--- src/rtl/bram_stream_reader_if.sv ---
// Bundle of the burst-request, BRAM read-port and output-stream signals of
// bram_stream_reader. master is the reader side, slave is the side driving
// requests, returning BRAM data and consuming the stream.
interface bram_stream_reader_if #(
  parameter int RAM_DATA_WIDTH = 8,
  parameter int RAM_ADDR_WIDTH = 4
);
  // burst request / status
  logic                      start;
  logic [RAM_ADDR_WIDTH-1:0] start_addr;
  logic [RAM_ADDR_WIDTH:0]   length;
  logic                      busy;
  logic                      done;
  // BRAM read port (write enable tied low externally)
  logic [RAM_ADDR_WIDTH-1:0] ram_addr;
  logic [RAM_DATA_WIDTH-1:0] ram_data;
  // output stream
  logic [RAM_DATA_WIDTH-1:0] m_data;
  logic                      m_valid;
  logic                      m_ready;
  logic                      m_last;

  modport master (
    input  start, start_addr, length, ram_data, m_ready,
    output busy, done, ram_addr, m_data, m_valid, m_last
  );

  modport slave (
    output start, start_addr, length, ram_data, m_ready,
    input  busy, done, ram_addr, m_data, m_valid, m_last
  );
endinterface

--- src/rtl/bram_stream_reader.sv ---
// Burst reader: issues `length` sequential BRAM reads starting at start_addr
// (address wraps), tracks the 1-cycle-latency reads through a 2-stage valid
// pipeline and streams the data out through a 3-entry FIFO. Reads are only
// issued when the FIFO plus everything in flight is guaranteed to fit, so
// backpressure never drops or duplicates a word.
module bram_stream_reader #(
  parameter int RAM_DATA_WIDTH = 8,
  parameter int RAM_ADDR_WIDTH = 4
) (
  input  logic                 clk,
  input  logic                 rst,
  bram_stream_reader_if.master bus
);

  localparam int STAGES = 2;  // issue -> BRAM register -> FIFO write
  localparam int DEPTH  = 3;

  localparam logic [RAM_ADDR_WIDTH:0]   LEN_ONE  = 1;
  localparam logic [RAM_ADDR_WIDTH-1:0] ADDR_ONE = 1;

  typedef enum logic [1:0] {IDLE, RUN, FINISH} state_t;

  typedef struct packed {
    logic                      last;
    logic [RAM_DATA_WIDTH-1:0] data;
  } beat_t;

  state_t                    state, state_nx;
  logic [RAM_ADDR_WIDTH:0]   remain;      // reads still to be issued
  logic [RAM_ADDR_WIDTH-1:0] addr_q;
  logic [STAGES-1:0]         vld_pipe;    // in-flight read tracking
  logic [STAGES-1:0]         last_pipe;   // marks the final read of a burst
  beat_t                     fifo [DEPTH];
  logic [1:0]                wr_ptr, rd_ptr, fifo_cnt;

  logic       accept, run_issue, issue, issue_last, push, pop, room;
  logic [2:0] inflight, occupancy;

  function automatic logic [1:0] ptr_inc(input logic [1:0] p);
    return (p == 2'(DEPTH - 1)) ? 2'd0 : p + 2'd1;
  endfunction

  // Issue gating: a read may start only if its data is guaranteed a FIFO slot
  always_comb begin
    accept     = (state == IDLE) && bus.start;
    pop        = bus.m_valid && bus.m_ready;
    push       = vld_pipe[STAGES-1];
    inflight   = 3'(vld_pipe[0]) + 3'(vld_pipe[1]);
    occupancy  = 3'(fifo_cnt) + inflight;
    room       = occupancy < (3'(DEPTH) + 3'(pop));
    run_issue  = (state == RUN) && (remain != '0) && room;
    issue      = (accept && (bus.length != '0)) || run_issue;
    issue_last = accept ? (bus.length == LEN_ONE) : (remain == LEN_ONE);
  end

  // Next-state logic
  always_comb begin
    state_nx = state;
    case (state)
      IDLE:    if (bus.start) state_nx = (bus.length == '0) ? FINISH : RUN;
      RUN:     if (pop && bus.m_last) state_nx = FINISH;
      FINISH:  state_nx = IDLE;
      default: state_nx = IDLE;
    endcase
  end

  // State register
  always_ff @(posedge clk or posedge rst) begin
    if (rst) state <= IDLE;
    else     state <= state_nx;
  end

  // Read address and remaining-word counter; address holds when idle
  always_ff @(posedge clk or posedge rst) begin
    if (rst) begin
      addr_q <= '0;
      remain <= '0;
    end else if (accept) begin
      if (bus.length != '0) begin
        addr_q <= bus.start_addr;
        remain <= bus.length - LEN_ONE;
      end else begin
        remain <= '0;
      end
    end else if (run_issue) begin
      addr_q <= addr_q + ADDR_ONE;
      remain <= remain - LEN_ONE;
    end
  end

  // In-flight pipeline: stage 1 = address registered, stage 2 = data on ram_data
  always_ff @(posedge clk or posedge rst) begin
    if (rst) begin
      vld_pipe  <= '0;
      last_pipe <= '0;
    end else begin
      vld_pipe  <= {vld_pipe[STAGES-2:0], issue};
      last_pipe <= {last_pipe[STAGES-2:0], issue && issue_last};
    end
  end

  // Output FIFO storage and pointers
  always_ff @(posedge clk or posedge rst) begin
    if (rst) begin
      for (int i = 0; i < DEPTH; i++) fifo[i] <= '0;
      wr_ptr   <= '0;
      rd_ptr   <= '0;
      fifo_cnt <= '0;
    end else begin
      if (push) begin
        fifo[wr_ptr] <= '{last: last_pipe[STAGES-1], data: bus.ram_data};
        wr_ptr       <= ptr_inc(wr_ptr);
      end
      if (pop) rd_ptr <= ptr_inc(rd_ptr);
      fifo_cnt <= fifo_cnt + {1'b0, push} - {1'b0, pop};
    end
  end

  // Outputs all come from registers; m_valid never looks at m_ready
  assign bus.ram_addr = addr_q;
  assign bus.m_valid  = (fifo_cnt != '0);
  assign bus.m_data   = fifo[rd_ptr].data;
  assign bus.m_last   = fifo[rd_ptr].last && bus.m_valid;
  assign bus.busy     = (state != IDLE);
  assign bus.done     = (state == FINISH);

  // The issue gating must make a full FIFO with a push and no pop impossible
  a_no_overflow: assert property (@(posedge clk) disable iff (rst)
    !(push && !pop && fifo_cnt == 2'(DEPTH)));

endmodule

--- src/flat_wrapper.sv ---
// flat-port wrapper written by rule: the top's interface ports become plain ports
module bram_stream_reader_flat 
#(
  parameter int RAM_DATA_WIDTH = 8,
  parameter int RAM_ADDR_WIDTH = 4
)
  (clk, rst, bus_start, bus_start_addr, bus_length, bus_ram_data, bus_m_ready, bus_busy, bus_done, bus_ram_addr, bus_m_data, bus_m_valid, bus_m_last);
  bram_stream_reader_if #(.RAM_DATA_WIDTH(RAM_DATA_WIDTH), .RAM_ADDR_WIDTH(RAM_ADDR_WIDTH)) bus_i ();
  input  logic clk;
  input  logic rst;
  input wire logic [$bits(bus_i.start)-1:0] bus_start;
  input wire logic [$bits(bus_i.start_addr)-1:0] bus_start_addr;
  input wire logic [$bits(bus_i.length)-1:0] bus_length;
  input wire logic [$bits(bus_i.ram_data)-1:0] bus_ram_data;
  input wire logic [$bits(bus_i.m_ready)-1:0] bus_m_ready;
  output wire logic [$bits(bus_i.busy)-1:0] bus_busy;
  output wire logic [$bits(bus_i.done)-1:0] bus_done;
  output wire logic [$bits(bus_i.ram_addr)-1:0] bus_ram_addr;
  output wire logic [$bits(bus_i.m_data)-1:0] bus_m_data;
  output wire logic [$bits(bus_i.m_valid)-1:0] bus_m_valid;
  output wire logic [$bits(bus_i.m_last)-1:0] bus_m_last;
  assign bus_i.start = bus_start;
  assign bus_i.start_addr = bus_start_addr;
  assign bus_i.length = bus_length;
  assign bus_i.ram_data = bus_ram_data;
  assign bus_i.m_ready = bus_m_ready;
  assign bus_busy = bus_i.busy;
  assign bus_done = bus_i.done;
  assign bus_ram_addr = bus_i.ram_addr;
  assign bus_m_data = bus_i.m_data;
  assign bus_m_valid = bus_i.m_valid;
  assign bus_m_last = bus_i.m_last;
  bram_stream_reader #(.RAM_DATA_WIDTH(RAM_DATA_WIDTH), .RAM_ADDR_WIDTH(RAM_ADDR_WIDTH)) u_core (.clk(clk), .rst(rst), .bus(bus_i));
endmodule
--- config.mk ---
export PLATFORM = sky130hd
export DESIGN_NAME = bram_stream_reader_flat
export DESIGN_NICKNAME = d
export VERILOG_FILES = /design/src/rtl/bram_stream_reader_if.sv /design/src/rtl/bram_stream_reader.sv /design/src/flat_wrapper.sv
export SDC_FILE = /design/constraint.sdc
export NUM_CORES = 1
export LEC_CHECK = 0
export ABC_AREA = 1
export ABC_CLOCK_PERIOD_IN_PS = 2700
export CAP_MARGIN = 15
export CORE_MARGIN = 2
export CORE_UTILIZATION = 54
export DETAILED_ROUTE_END_ITERATION = 6
export GPL_TIMING_DRIVEN = 0
export HOLD_SLACK_MARGIN = 0.15
export PLACE_DENSITY = 0.85
export SYNTH_ARGS = -nofsm -noshare
export SYNTH_HDL_FRONTEND = slang
export SYNTH_SLANG_ARGS = --single-unit
export TNS_END_PERCENT = 1
--- constraint.sdc ---
create_clock -name clk -period 2.7 [get_ports clk]
set_input_delay 0.405 -clock clk [delete_from_list [all_inputs] [get_ports clk]]
set_output_delay 0.405 -clock clk [all_outputs]
set_load 0.1 [all_outputs]
== Yosys cells after proc, flatten, opt, wreduce, memory -nomap -nowiden ==
Index checks and enable logic that the tools add are counted.
Storage, ports and cells
  register bits after elaboration: 48
  word-level logic and storage cells: 77
  bits of input ports: 21
Cells by class
  multiplexer cells: 19
  eq/ne operators: 9
  bitwise logic cells: 2
  add/subtract/negate cells: 10
  reductions and logical operators: 19
  $lt $le $gt $ge: 4
Operator list (number)
  $bwmux W27: 1
  $mux W9: 3
  $bmux W9 S2: 1
  $demux W9 S2: 1
  $mux W5: 3
  $mux W4: 3
  $eq A5 B1 Y1 const B: 2
  $mux W2: 5
  $reduce_bool A5 Y1: 2
  $sub A5 B1 Y5 const B: 2
  $logic_and A1 B1 Y1: 9
  $eq A2 B2 Y1 const B: 3
  $ge A3 B3 Y1 const B: 2
  $ne A2 B2 Y1 const B: 3
  $not A2 Y3: 2
  $reduce_bool A2 Y1: 3
  $logic_not A5 Y1: 1
  $add A2 B1 Y2 const B: 2
  $add A4 B1 Y4 const B: 1
  $pmux W2 S2: 1
  $reduce_and A2 Y1: 2
  $add A2 B1 Y3 const A: 1
  $add A2 B3 Y3: 1
  $lt A3 B1 Y1 const B: 1
  other kinds (8): 8

== Logic depth before layout (Yosys ltp) ==
  depth after elaboration: 8
  gate-level depth with buffers: 14
  mapped depth without buffers: 14

== Worst setup path after synthesis ==
Ideal clock, no wire load.
  kind: flip-flop to flip-flop
  from: reg u_core.fifo_cnt[1]
  to: reg u_core.addr_q[0] (netlist: u_core.bus.ram_addr[0])
  slack: 349 ps
  clock period less this slack: 2351 ps
  path buffers: 1
  stages on the path, launching flop included: 15
  arrival: 2230 ps
  cells stage by stage: dfrtp_1 > inv_1 > nand2_1 > nand2_1 > inv_1 > ha_1 > nand2_1 > nand2_1 > nor2_1 > nand2_1 > inv_1 > nand2_2 > buf_6 > nand3_1 > nand2_1
On the way
  cells in the longest elaborated chain, start to end: 7
RTL lines
  from (decl): line bram_stream_reader.sv:34  | logic [1:0] wr_ptr, rd_ptr, fifo_cnt;
  from (signal assigned): line bram_stream_reader.sv:115  | fifo_cnt <= fifo_cnt + {1'b0, push} - {1'b0, pop};
  $reduce_bool A2 Y1: line bram_stream_reader.sv:121  | assign bus.m_valid = (fifo_cnt != '0);
  net bus_m_valid: line flat_wrapper.sv:20  | output wire logic [$bits(bus_i.m_valid)-1:0] bus_m_valid;
  $logic_and A1 B1 Y1: line bram_stream_reader.sv:46  | pop = bus.m_valid && bus.m_ready;
  net u_core.pop: line bram_stream_reader.sv:36  | logic accept, run_issue, issue, issue_last, push, pop, room;
  $add A2 B1 Y3: line bram_stream_reader.sv:50  | room = occupancy < (3'(DEPTH) + 3'(pop));
  $lt A3 B3 Y1: line bram_stream_reader.sv:50
  $logic_and A1 B1 Y1: line bram_stream_reader.sv:51  | run_issue = (state == RUN) && (remain != '0) && room;
  $reduce_bool A2 Y1 (no source line)
  $reduce_and A2 Y1 (no source line)
  to (signal assigned): line bram_stream_reader.sv:80  | addr_q <= bus.start_addr;
  to (signal assigned): line bram_stream_reader.sv:86  | addr_q <= addr_q + ADDR_ONE;
  to (decl): line bram_stream_reader.sv:30  | logic [RAM_ADDR_WIDTH-1:0] addr_q;
The timed path passes the listed nets, and every way through them passes these cells.
A chain may end at the register's enable or synchronous reset.

== Worst setup path after layout ==
  from: reg u_core.rd_ptr[0]
  to: out bus_m_data[5]
On the way
  cells in the longest elaborated chain, start to end: 4
RTL lines
  from (decl): line bram_stream_reader.sv:34
  from (signal assigned): line bram_stream_reader.sv:114  | if (pop) rd_ptr <= ptr_inc(rd_ptr);
  $not A2 Y3 (not written as such): line bram_stream_reader.sv:122  | assign bus.m_data = fifo[rd_ptr].data;
  $bmux W9 S2: line bram_stream_reader.sv:122
  $mux W9 (not written as such) (2 in a row): line bram_stream_reader.sv:122
  to (decl): line flat_wrapper.sv:19  | output wire logic [$bits(bus_i.m_data)-1:0] bus_m_data;
Every way passes these cells. The select of a mux whose other input is x is not followed.

==> impl_metrics.py <==
metrics = {
    "outcome": {
        "status": "finished clean",
    },
    "global_routing": {
        "antenna_found_initial": 0,
        "grt_pass1_vias": 1964,
        "grtUsageTotal": 0.222,
        "overflow": 0,
        "grt_pass1_wl_mm": 8.89,
        "grt_start_max_net_pins": 38,
    },
    "synthesis": {
        "yosys-top-cells-count": "nand2_1, dfrtp_1, o21ai_0",
        "syn_inst": 316,
        "yosysMostFrequentCell": "nand2_1",
        "seq_area_frac_synth": 0.481,
        "synth_area_um2": 2500,
        "syn_nets": 350,
        "post-synth-top-area-cell": "dfrtp_1",
        "ys_warn_count": 0,
        "synth_area_leaders": "dfrtp_1, nand2_1, o21ai_0, ha_1, nand3_1",
        "synth_seq_cells": 48,
        "async_flop_share": 1.00,
        "synth_ff_type": "dfrtp_1",
        "synth_edf_count": 0,
        "synth.distinct_cells": 21,
        "synth_top_area_share": 0.481,
        "avgSynthCellArea_um2": 7.90,
    },
    "sta": {
        "slew_headroom": 0.347,
        "tns_ns": 0,
        "hold_viol": 0,
        "tightest_slew_ns": 0.976,
        "fin_crit_sh": 0.963,
        "rsz0062_at_grt": "no",
        "setup_violations": 0,
        "fin_crit_ns": 2.60,
        "clock.fmax_mhz": 385,
        "holdWs_ns": 0.352,
        "clock_skew_ns": 0.0106,
        "maxSlewViolCount": 0,
    },
    "clock_tree": {
        "cts.sinks": 48,
        "clk_latency_ns": 0.31,
        "cts_tree": "done",
        "cts_root_buf": "clkbuf_8",
        "cts_buffers": 5,
        "postCtsHoldBufs": 0,
        "htreeDepth": 2,
        "clockBufferDepth": 2,
        "clk_pin_slew_worst_paths_ns": 0.09,
    },
    "route": {
        "dr_wl_met3_um": 276,
        "routed_wl_mm": 5.16,
        "antenna_left": 0,
        "vias": 2122,
        "drtPass1Iterations": 4,
        "wl_met2_mm": 2.51,
        "detail_route.iter0.violations": 186,
        "drc_errors": 0,
        "wl_met1_mm": 2.32,
        "wl_per_cell_um": 12.5,
        "highest_layer": "met4",
        "via_per_inst": 5.14,
    },
    "placed_design": {
        "port_buffers": 36,
        "dp_hpwl_mm": 3.62,
        "gp_congestion": 0.820,
    },
    "worst_setup_path": {
        "startpoint_type": "register",
        "arrival_ns": 2.20,
        "end_kind": "output port",
        "critPathMaxFanout": 10,
        "required_ns": 2.30,
        "critical_path_class": "reg -> out",
    },
    "job": {
        "maxCapViolations": 0,
    },
    "die": {
        "ios": 37,
        "chipWidth_um": 72.0,
        "core_area_um2": 4410,
        "initial_utilization": 0.565,
        "die-area_um2": 5180,
        "rows": 24,
        "die_y_um": 72.0,
    },
    "final_layout": {
        "area_delta_synth_final_pct": 21.4,
        "regArea_um2": 1200,
        "multiInputGateArea_um2": 1110,
        "drive_above_1_share": 0.0942,
        "utilization": 0.686,
        "nets": 394,
        "diodes": 0,
        "fillerInstances": 359,
    },
    "worst_hold_path": {
        "worstHoldPathType": "in -> async",
    },
}
==> timing repair <==
item	CTS	global route
gates resized for setup	11	15
endpoints found under the setup margin	9	8
buffers inserted	0	0
==> cells by family after synthesis <==
kind of cell             Yosys count  synth area share
buffers and inverters             47            0.0757
flip-flops                        48             0.481
AND/OR/NAND/NOR                  163             0.279
adder cells (fa/ha/maj)           13            0.0682
AO/OA/AOI/OAI                     41            0.0822
XOR/XNOR                           4            0.0140
==> flip-flops by register name (all words and copies together) (netlist names) <==
name / count
u_core.wr_ptr: 2
u_core.last_pipe: 2
u_core.state: 2
u_core.bus.ram_addr: 4
u_core.remain: 5
u_core.fifo_cnt: 2
u_core.rd_ptr: 2
u_core.fifo: 27
u_core.vld_pipe: 2
==> worst paths after layout <==
kind / from / end / slack [ns] / cells past startpoint
max in group asynchronous: rst / u_core.rd_ptr[1]$_DFFE_PP0P_ / 1.87 / 3
max: u_core.rd_ptr[0]$_DFFE_PP0P_ / bus_m_data[5] / 0.1 / 4
max reg2reg: u_core.vld_pipe[0]$_DFF_PP0_ / u_core.remain[4]$_DFFE_PP0P_ / 0.35 / 13
min reg2reg: u_core.last_pipe[0]$_DFF_PP0_ / u_core.last_pipe[1]$_DFF_PP0_ / 0.37 / 0
min: rst / u_core.bus.ram_addr[1]$_DFFE_PP0P_ / 0.35 / 2
min in group clk: u_core.last_pipe[0]$_DFF_PP0_ / u_core.last_pipe[1]$_DFF_PP0_ / 0.37 / 0
==> placed cells by master, fill, tap and decap left out, drive strengths merged <==
master,synthesis,final
clkbuf,3,16
nand3,32,32
clkinv,0,1
bufinv,0,1
o21ai,39,39
a21oi,2,2
nand2,114,114
fa,1,1
or2,1,1
nor2,15,15
clkdlybuf4s15,0,2
nor3,1,1
clkdlybuf4s50,0,27
dfrtp,48,48
xnor2,3,3
buf,5,6
inv,39,39
xor2,1,1
ha,12,12
==> routing by layer <==
metal  GRT usage  up-vias
met5           0        -
met4      0.0524        0
met3      0.0500        6
met2       0.357       57
met1       0.310      977
li1            -     1082
==> critical path: stages (launching register included) <==
cell	delay, ns
dfrtp_1	0.44
nor2_2	0.45
nand2_1	0.09
nand3_1	0.10
clkdlybuf4s15_1	0.81
==> cell type report <==
| cell class | instances | share of cell area |
|---|---|---|
| Clock inverter | 2 | 0.0128 |
| Multi-Input combinational cell | 221 | 0.365 |
| Timing Repair Buffer | 37 | 0.114 |
| Inverter | 39 | 0.0483 |
| Sequential cell | 48 | 0.397 |
| Buffer | 8 | 0.0140 |
| Clock buffer | 6 | 0.0273 |
| Tap cell | 52 | 0.0215 |
==> through the flow <==
stage | area [um^2] | instances | setup slack, ns
floorplan | 2500 | 316 | 0.349
global placement | 2920 | 404 | -0.00889
detailed placement | 2940 | 405 | -0.0322
CTS | 3050 | 413 | 0.0270
global route | 3030 | 413 | 0.0149
finish | 3030 | 413 | 0.0996
Power is left out: the tool's default activity adds up to more than one toggle a clock period on the data nets, which glitch-free logic cannot reach.
